$ cat config.mk
export PLATFORM = sky130hd
export DESIGN_NAME = fetch_queue_stage
export DESIGN_NICKNAME = d
export VERILOG_FILES = /design/src/rtl/fetch_queue_stage.sv
export SDC_FILE = /design/constraint.sdc
export NUM_CORES = 1
export LEC_CHECK = 0
export ABC_AREA = 1
export BUFFER_PORTS_ARGS = -buffer_cell sky130_fd_sc_hd__buf_2
export CORE_MARGIN = 10
export CORE_UTILIZATION = 30
export CTS_CLUSTER_SIZE = 16
export DETAILED_ROUTE_END_ITERATION = 8
export SLEW_MARGIN = 20
export SYNTH_ARGS = -nofsm -noshare
export SYNTH_HDL_FRONTEND = slang
export SYNTH_SLANG_ARGS = --single-unit
$ cat constraint.sdc
create_clock -name clk -period 7.5 [get_ports clk]
set_input_delay 0 -clock clk [delete_from_list [all_inputs] [get_ports clk]]
set_output_delay 0 -clock clk [all_outputs]
set_load 0.01 [all_outputs]
$ cat src/rtl/fetch_queue_stage.sv
// rtl/fetch_queue_stage.sv - credit-based instruction fetch stage with in-order response queue
//
// Issues word-addressed fetch requests over a valid/ready handshake, accepts
// in-order responses of any latency and buffers them with their PCs in a
// DEPTH-entry circular queue that feeds decode. A redirect squashes the queue
// and turns every in-flight request into a response that will be dropped.
//
// Ports:
//   clk, reset              clock, asynchronous active-low reset
//   redirect_i/_pc_i        squash and refetch from redirect_pc_i
//   imem_req_*              fetch request (valid/ready, word address)
//   imem_rsp_*              fetch response (in order, always accepted)
//   de_valid_o/de_ready_i   queue head handshake towards decode
//   de_instr_o/de_pc_o      head instruction and its PC
//   de_pc_plus1_o           head PC + 1, wrapping
module fetch_queue_stage #(
    parameter int              PC_W     = 32,
    parameter int              INSTR_W  = 32,
    parameter int              DEPTH    = 4,
    parameter logic [PC_W-1:0] RESET_PC = '0
) (
    input  logic               clk,
    input  logic               reset,
    input  logic               redirect_i,
    input  logic [PC_W-1:0]    redirect_pc_i,
    output logic               imem_req_valid_o,
    input  logic               imem_req_ready_i,
    output logic [PC_W-1:0]    imem_req_addr_o,
    input  logic               imem_rsp_valid_i,
    input  logic [INSTR_W-1:0] imem_rsp_data_i,
    output logic               de_valid_o,
    input  logic               de_ready_i,
    output logic [INSTR_W-1:0] de_instr_o,
    output logic [PC_W-1:0]    de_pc_o,
    output logic [PC_W-1:0]    de_pc_plus1_o
);

    localparam int AW = $clog2(DEPTH);
    localparam int CW = AW + 1;

    logic [PC_W-1:0]    fetch_pc_q, fetch_pc_n;
    logic [PC_W-1:0]    rsp_pc_q, rsp_pc_n;
    logic [CW-1:0]      outst_q, outst_n;
    logic [CW-1:0]      drop_q, drop_n;
    logic [CW-1:0]      count_q, count_n;
    logic [AW-1:0]      wr_ptr_q, wr_ptr_n;
    logic [AW-1:0]      rd_ptr_q, rd_ptr_n;
    logic               req_valid_q, req_valid_n;
    logic [CW+1:0]      credit_sum;

    logic [INSTR_W-1:0] instr_mem [DEPTH];
    logic [PC_W-1:0]    pc_mem    [DEPTH];

    logic               req_fire;
    logic               rsp_take;
    logic               push;
    logic               pop;

    assign imem_req_valid_o = req_valid_q;
    assign imem_req_addr_o  = fetch_pc_q;
    assign de_valid_o       = (count_q != '0);
    assign de_instr_o       = de_valid_o ? instr_mem[rd_ptr_q] : '0;
    assign de_pc_o          = de_valid_o ? pc_mem[rd_ptr_q] : '0;
    assign de_pc_plus1_o    = de_pc_o + PC_W'(1);

    always_comb begin
        req_fire = req_valid_q & imem_req_ready_i;
        // A response is kept only when no stale responses are still owed.
        rsp_take = imem_rsp_valid_i && (drop_q == '0);
        push     = rsp_take && !redirect_i;
        pop      = de_valid_o && de_ready_i;

        fetch_pc_n = fetch_pc_q;
        rsp_pc_n   = rsp_pc_q;
        outst_n    = outst_q;
        drop_n     = drop_q;
        count_n    = count_q;
        wr_ptr_n   = wr_ptr_q;
        rd_ptr_n   = rd_ptr_q;

        if (redirect_i) begin
            fetch_pc_n = redirect_pc_i;
            rsp_pc_n   = redirect_pc_i;
            outst_n    = '0;
            // Everything still in flight, including a request accepted this
            // cycle, must come back and be discarded.
            drop_n     = drop_q + outst_q + CW'(req_fire) - CW'(imem_rsp_valid_i);
            count_n    = '0;
            wr_ptr_n   = '0;
            rd_ptr_n   = '0;
        end else begin
            if (req_fire) begin
                fetch_pc_n = fetch_pc_q + PC_W'(1);
            end
            if (imem_rsp_valid_i) begin
                if (drop_q != '0) begin
                    drop_n = drop_q - CW'(1);
                end else begin
                    rsp_pc_n = rsp_pc_q + PC_W'(1);
                end
            end
            outst_n  = outst_q + CW'(req_fire) - CW'(rsp_take);
            count_n  = count_q + CW'(push) - CW'(pop);
            wr_ptr_n = wr_ptr_q + AW'(push);
            rd_ptr_n = rd_ptr_q + AW'(pop);
        end

        // Registered credit check: every slot is reserved at request time, so
        // a pushed response can never find the queue full.
        credit_sum  = {2'b00, outst_n} + {2'b00, drop_n} + {2'b00, count_n};
        req_valid_n = (credit_sum < (CW+2)'(DEPTH));
    end

    always_ff @(posedge clk or negedge reset) begin
        if (!reset) begin
            fetch_pc_q  <= RESET_PC;
            rsp_pc_q    <= RESET_PC;
            outst_q     <= '0;
            drop_q      <= '0;
            count_q     <= '0;
            wr_ptr_q    <= '0;
            rd_ptr_q    <= '0;
            req_valid_q <= 1'b0;
        end else begin
            fetch_pc_q  <= fetch_pc_n;
            rsp_pc_q    <= rsp_pc_n;
            outst_q     <= outst_n;
            drop_q      <= drop_n;
            count_q     <= count_n;
            wr_ptr_q    <= wr_ptr_n;
            rd_ptr_q    <= rd_ptr_n;
            req_valid_q <= req_valid_n;
        end
    end

    // Queue storage carries no reset; the head outputs are masked while empty.
    always_ff @(posedge clk) begin
        if (push) begin
            instr_mem[wr_ptr_q] <= imem_rsp_data_i;
            pc_mem[wr_ptr_q]    <= rsp_pc_q;
        end
    end

`ifndef SYNTHESIS
    // A response with nothing outstanding means the memory broke the protocol.
    always_ff @(posedge clk) begin
        if (reset && imem_rsp_valid_i) begin
            assert (outst_q != '0 || drop_q != '0);
        end
    end
`endif

endmodule

# ---- After elaboration in Yosys (flattened, before gate mapping)
# Memories as Yosys holds them, arrays and structs flattened.
# Index checks and enable logic that the tools add are counted.
dict set report totals {
  ramBits 256
  reg_bits 78
  input_bits 70
  word_cells 54
  n_memories 2
}
dict set report op_classes {
  add_sub_neg 15
  mux 16
  bitwise 1
  eq_ne 1
  n_lt_le_gt_ge 1
  reduce_logical 10
}
# name words width read_ports rd_clocked_by_memory_dff wr line_no
set memory_table {}
lappend memory_table {instr_mem 4 32 1 0 1 51} ;# logic [INSTR_W-1:0] instr_mem [DEPTH];
lappend memory_table {pc_mem 4 32 1 0 1 52} ;# logic [PC_W-1:0] pc_mem [DEPTH];
# op n
set op_table {}
lappend op_table {{32-bit 2-to-1 mux} 7}
lappend op_table {{32-bit by 1-bit adder with 32-bit output (second input constant)} 3}
lappend op_table {{3-bit 2-to-1 mux} 5}
lappend op_table {{3-bit by 1-bit adder with 3-bit output} 3}
lappend op_table {{3-bit by 1-bit subtractor with 3-bit output} 3}
lappend op_table {{3-bit nonzero test} 2}
lappend op_table {{4-bit by 3-bit adder with 5-bit output} 1}
lappend op_table {{5-bit by 3-bit less-than comparator with 1-bit output (second input constant)} 1}
lappend op_table {{2-bit by 1-bit adder with 2-bit output} 2}
lappend op_table {{3-bit by 3-bit adder with 4-bit output} 1}
lappend op_table {{2-bit 2-to-1 mux} 2}
lappend op_table {{2-bit nonzero test} 2}
lappend op_table {{3-bit adder} 1}
lappend op_table {{1-bit logical AND} 3}
lappend op_table {{3-bit logical NOT} 1}
lappend op_table {{3-bit by 1-bit subtractor with 3-bit output (second input constant)} 1}
lappend op_table {{1-bit 2-to-1 mux} 2}
lappend op_table {{2-bit != test (second input constant)} 1}
lappend op_table {{2-bit AND reduction} 1}
lappend op_table {{1-bit bitwise AND} 1}
lappend op_table {{1-bit logical NOT} 1}

# ---- Longest topological paths before layout
dict set report logic_depth {
  ltp_word 8
  depth_mapped 21
}

# ---- Least setup slack after synthesis
# OpenSTA, ideal clock, no wires.
dict set report synth_path {
  path_type {register to register}
  startpoint {reg drop_q[0]}
  endpoint {mem instr_mem[2][0] (enable)}
  setup_ps 565
  path_buffers 1
  setup_slack_ps 1230
  t_arrival_ps 5705
  path_stages_with_launch 10
  path_cell_list {dfrtp_1 -> inv_1 -> ha_1 -> inv_1 -> nor2_1 -> nand2_1 -> nor2_1 -> inv_1 -> clkbuf_1 -> nor3_1}
}
dict set report synth_via {
  elab_chain_cells 5
}
# item line_no
set synth_rtl {}
lappend synth_rtl {{start, declared} 44} ;# logic [CW-1:0] drop_q, drop_n;
lappend synth_rtl {{start signal, assigned} 128} ;# drop_q <= drop_n;
lappend synth_rtl {{3-bit logical NOT} 69} ;# rsp_take = imem_rsp_valid_i && (drop_q == '0);
lappend synth_rtl {{1-bit logical AND} 69}
lappend synth_rtl {{1-bit logical AND} 70} ;# push = rsp_take && !redirect_i;
lappend synth_rtl {{1-bit 2-to-1 mux} 138} ;# if (push) begin
lappend synth_rtl {{1-bit 2-to-1 mux (not written as such)} 139} ;# instr_mem[wr_ptr_q] <= imem_rsp_data_i;
lappend synth_rtl {{end, declared} 51}
# No other way between the ends.

# ---- Final worst setup path
dict set report layout_path {
  startpoint {reg drop_q[0]}
  endpoint {reg req_valid_q, in the netlist imem_req_valid_o}
}
dict set report layout_via {
  elab_chain_cells 8
  elab_cells_between_ends 19
  cone_classes {9 x add/sub; 1 x order compare; 5 x mux; 4 x reduce/logical}
}
# item line_no
set layout_rtl {}
lappend layout_rtl {{3-bit logical NOT} 69}
lappend layout_rtl {{1-bit logical AND} 69}
lappend layout_rtl {{1-bit logical AND} 70}
lappend layout_rtl {{3-bit by 1-bit adder with 3-bit output} 103} ;# count_n = count_q + CW'(push) - CW'(pop);
lappend layout_rtl {{3-bit by 1-bit subtractor with 3-bit output} 103}
lappend layout_rtl {{3-bit 2-to-1 mux} 81} ;# if (redirect_i) begin
lappend layout_rtl {{net count_n[2]} 45} ;# logic [CW-1:0] count_q, count_n;
lappend layout_rtl {{4-bit by 3-bit adder with 5-bit output} 110} ;# credit_sum = {2'b00, outst_n} + {2'b00, drop_n} + {2'b00, count_n};
lappend layout_rtl {{5-bit by 3-bit less-than comparator with 1-bit output} 111} ;# req_valid_n = (credit_sum < (CW+2)'(DEPTH));
lappend layout_rtl {{net req_valid_n} 48} ;# logic req_valid_q, req_valid_n;
lappend layout_rtl {{end signal, assigned} 132} ;# req_valid_q <= req_valid_n;
lappend layout_rtl {{end, declared} 48}
# The timed path passes the listed nets, and every way through them passes these cells.
# A chain may end at the register's enable or synchronous reset.

==> metrics.md <==
| Metric | Value |
|---|---|
| Final Cycle Share | 56.8% |
| Pin count of the biggest net entering global routing | 134 |
| RSZ-0062 raised after global routing | false |
| Post-Synthesis Net Count | 1,944 |
| Largest buffer count on any clock path | 3 |
| Setup crit end kind | flop |
| Clk Tree Root Cell | clkbuf_16 |
| Async set-or-reset flop fraction in the synthesized netlist | 23.4% |
| DRC Markers | 0 |
| Fin. max-slew vios | 0 |
| Sink Count | 334 |
| DRT Wirelength | 49,800 µm |
| Worst-path maximum fanout | 14 |
| Worst Path Required | 7970 ps |
| Via count | 13,700 |
| DR pass1 iterations | 5 |
| Ys Warns | 0 |
| Sequential share of the synthesized area | 57.2% |
| Final setup fails | 0 |
| Hold violation count in the final report | 0 |
| Netlist cell types | 43 |
| Hold_sp | imem_req_ready_i |
| Gpl congestion | 0.895 |
| Pwr Density | 333 nW/µm² |
| # rows | 86 |
| Footprint of the multi-input gates | 6210 µm² |
| Max-capacitance violation count | 0 |
| Hold Path End | drop_q[0] |
| IO Port Bufs | 199 |
| Worst Setup Path Type | flop to flop |
| CTS buffer count | 37 |
| Worst-Margin Slew | 1060 ps |
| Seq cells post-synth | 334 |
| Sequential cell area | 9640 µm² |
| P_leak | 8.44 nW |
| Die width | 257 µm |
| Final #Nets | 2,197 |
| Reg clk slew, reported paths | 60 ps |
| Tmin final | 4260 ps |
| Post-synth EDFFs | 256 |
| Total grt overflow | 0 |
| Area Overhead vs Synth | 21.5% |
| Reg-to-Reg Start | drop_q[0] |
| Mapped Area | 16,800 µm² |
| Hold depth | 4 |
| Arrival @ worst endpoint | 4730 ps |
| Fmax | 235 MHz |
| Worst VDD drop | 209 µV |
| Worst Setup Slack post-DPL | 3250 ps |
| Predominant post-synthesis flop cell | edfxtp_1 |
| Final Cell Area | 20,500 µm² |
| WL per Instance | 17.3 µm |
| Die footprint | 66,000 µm² |
| First-pass GRT wire length | 76,500 µm |
| Reg2reg setup slack | 3240 ps |
| Initial antenna violation count | 3 |
| Area post-placement | 18,500 µm² |
| HP Class | input port to flop |
| Reg2reg path depth | 20 |
| Setup TNS Final | 0 ps |
| TritonCTS clock tree | done |
| Fill cell count | 5,555 |
| GRT Resource Usage Total | 14.6% |
| Critical path launch point type | flop |
| Status | complete, no violations |
| H-tree depth | 2 |
| Core ar. | 55,300 µm² |
| Vias in the first global route | 13,300 |
| I/O pin count | 200 |
| Mapped Cells | 1,852 |
| Share of cells above drive strength 1 | 15.8% |
| Dpl hpwl | 33,300 µm |
| Starting Density | 30.4% |
| Setup slack after layout | 3240 ps |
| Die H | 257 µm |
| Worst Skew | 25.5 ps |
| 1st-iter DRT viols | 1,046 |
| Clock latency on the worst-skew pair | 550 ps |
| Reg-to-reg endpoint | imem_req_valid_o |
| Post-Syn Area per Cell | 9.09 µm² |
| Vias per inst | 4.74 |
| Max-slew headroom | 29.2% |
| Number of antenna-violating nets in the routed design | 0 |
-- Yosys cell counts, drive strengths merged, types with 3 or more instances --
cell type	count	area, µm²
nand4	25	156
o21bai	5	37.5
a31oi	6	37.5
xnor2	13	114
nand3b	5	37.5
buf	46	308
nand3	147	793
inv	160	608
o211ai	28	210
ha	15	188
nor3	23	120
edfxtp	256	7690
o21ai	99	495
xor2	30	263
fa	7	140
nand2	512	1950
o221ai	3	26.3
a21oi	58	290
dfrtp	78	1950
clkbuf	23	86.3
nor2	301	1250
-- repair_timing --
action / CTS / global route
hold endpoints to repair: 245 / 0
gates resized for setup: 0 / 0
setup buffers: 0 / 0
hold buffers: 68 / 0
setup endpoints to repair: 0 / 0
-- kinds of logic after synthesis --
family,count (synthesis),synth area share (%)
AO/OA/AOI/OAI,206,6.85
flip-flops,334,57.2
XOR/XNOR,43,2.24
buffers and inverters,230,5.97
AND/OR/NAND/NOR,1017,25.8
adder cells (fa/ha/maj),22,1.95
-- layer usage --
| metal | wire length [µm] | global-route usage (%) | vias up |
|---|---|---|---|
| li1 | - | - | 6666 |
| met2 | 23200 | 23.8 | 406 |
| met5 | 13 | 0 | - |
| met3 | 3400 | 3.49 | 59 |
| met4 | 971 | 3.93 | 2 |
| met1 | 22200 | 19.1 | 6530 |
-- worst max-delay path, cell delays in order, from the launching register on --
cell and delay [ps]:
dfrtp_1 380, inv_1 110, ha_1 180, inv_1 40, nor2_1 140, nand2_1 140, nor2_1 110, buf_4 220
inv_1 250, ha_1 360, inv_1 40, ha_1 180, fa_1 380, nand2_1 80, nand2_1 40, nor2_1 130
inv_1 80, fa_1 500, fa_1 450, a211o_1 230, a21oi_1 130
-- registers in the layout (all words and copies together) (netlist names) --
signal            cells
wr_ptr_q              2
pc_mem              128
rsp_pc_q             32
imem_req_addr_o      32
drop_q                3
outst_q               3
imem_req_valid_o      1
instr_mem           128
count_q               3
rd_ptr_q              2
-- per-stage QoR --
stage	hold slack, ps	std cells	power [W]	util, %
after global routing	79.8	2883	0.00725	37.0
after detailed placement	-33.0	2746	0.00497	33.5
final	65.1	2883	0.00682	37.0
after floorplan	-296	1852	0.00400	-
after CTS	35.6	2881	0.00689	37.0
after global placement	-23.9	2746	0.00494	33.5
-- where the power goes --
part           switching (W)  internal, W
logic                0.00178     0.000825
clock network       0.000742      0.00113
registers           0.000208      0.00214
-- how the worst max path moves through the flow --
stage,cells past startpoint,start,end,slack [ps]
finish,20,drop_q[0],imem_req_valid_o,3240
CTS,20,drop_q[0],imem_req_valid_o,3220
global route,21,drop_q[0],imem_req_valid_o,2840
detailed placement,21,drop_q[0],imem_req_valid_o,3250
global placement,21,drop_q[0],imem_req_valid_o,3340
floorplan,9,drop_q[0],instr_mem[2][0],1230
-- cell type report --
cell class                 instances  area share [%]
tap                              748            4.57
sequential                       334            47.1
antenna                            2          0.0245
timing repair buffer             283            8.84
multi-input combinational       1288            30.4
clock buffer                      43            4.69
inverter                         161            2.99
clock inverter                    24            1.36
-- cell usage in the layout, fill, tap and decap left out, drive strengths merged, types with 28 or more instances in the layout --
master,Yosys,layout
inv,160,164
nor2,301,301
o21ai,99,99
clkbuf,23,43
o211ai,28,28
nand2,512,512
edfxtp,256,256
dfrtp,78,78
xor2,30,30
buf,46,216
a21oi,58,58
nand3,147,147
dlygate4sd3,0,67
No activity file was read; power rests on OpenSTA's default activity.
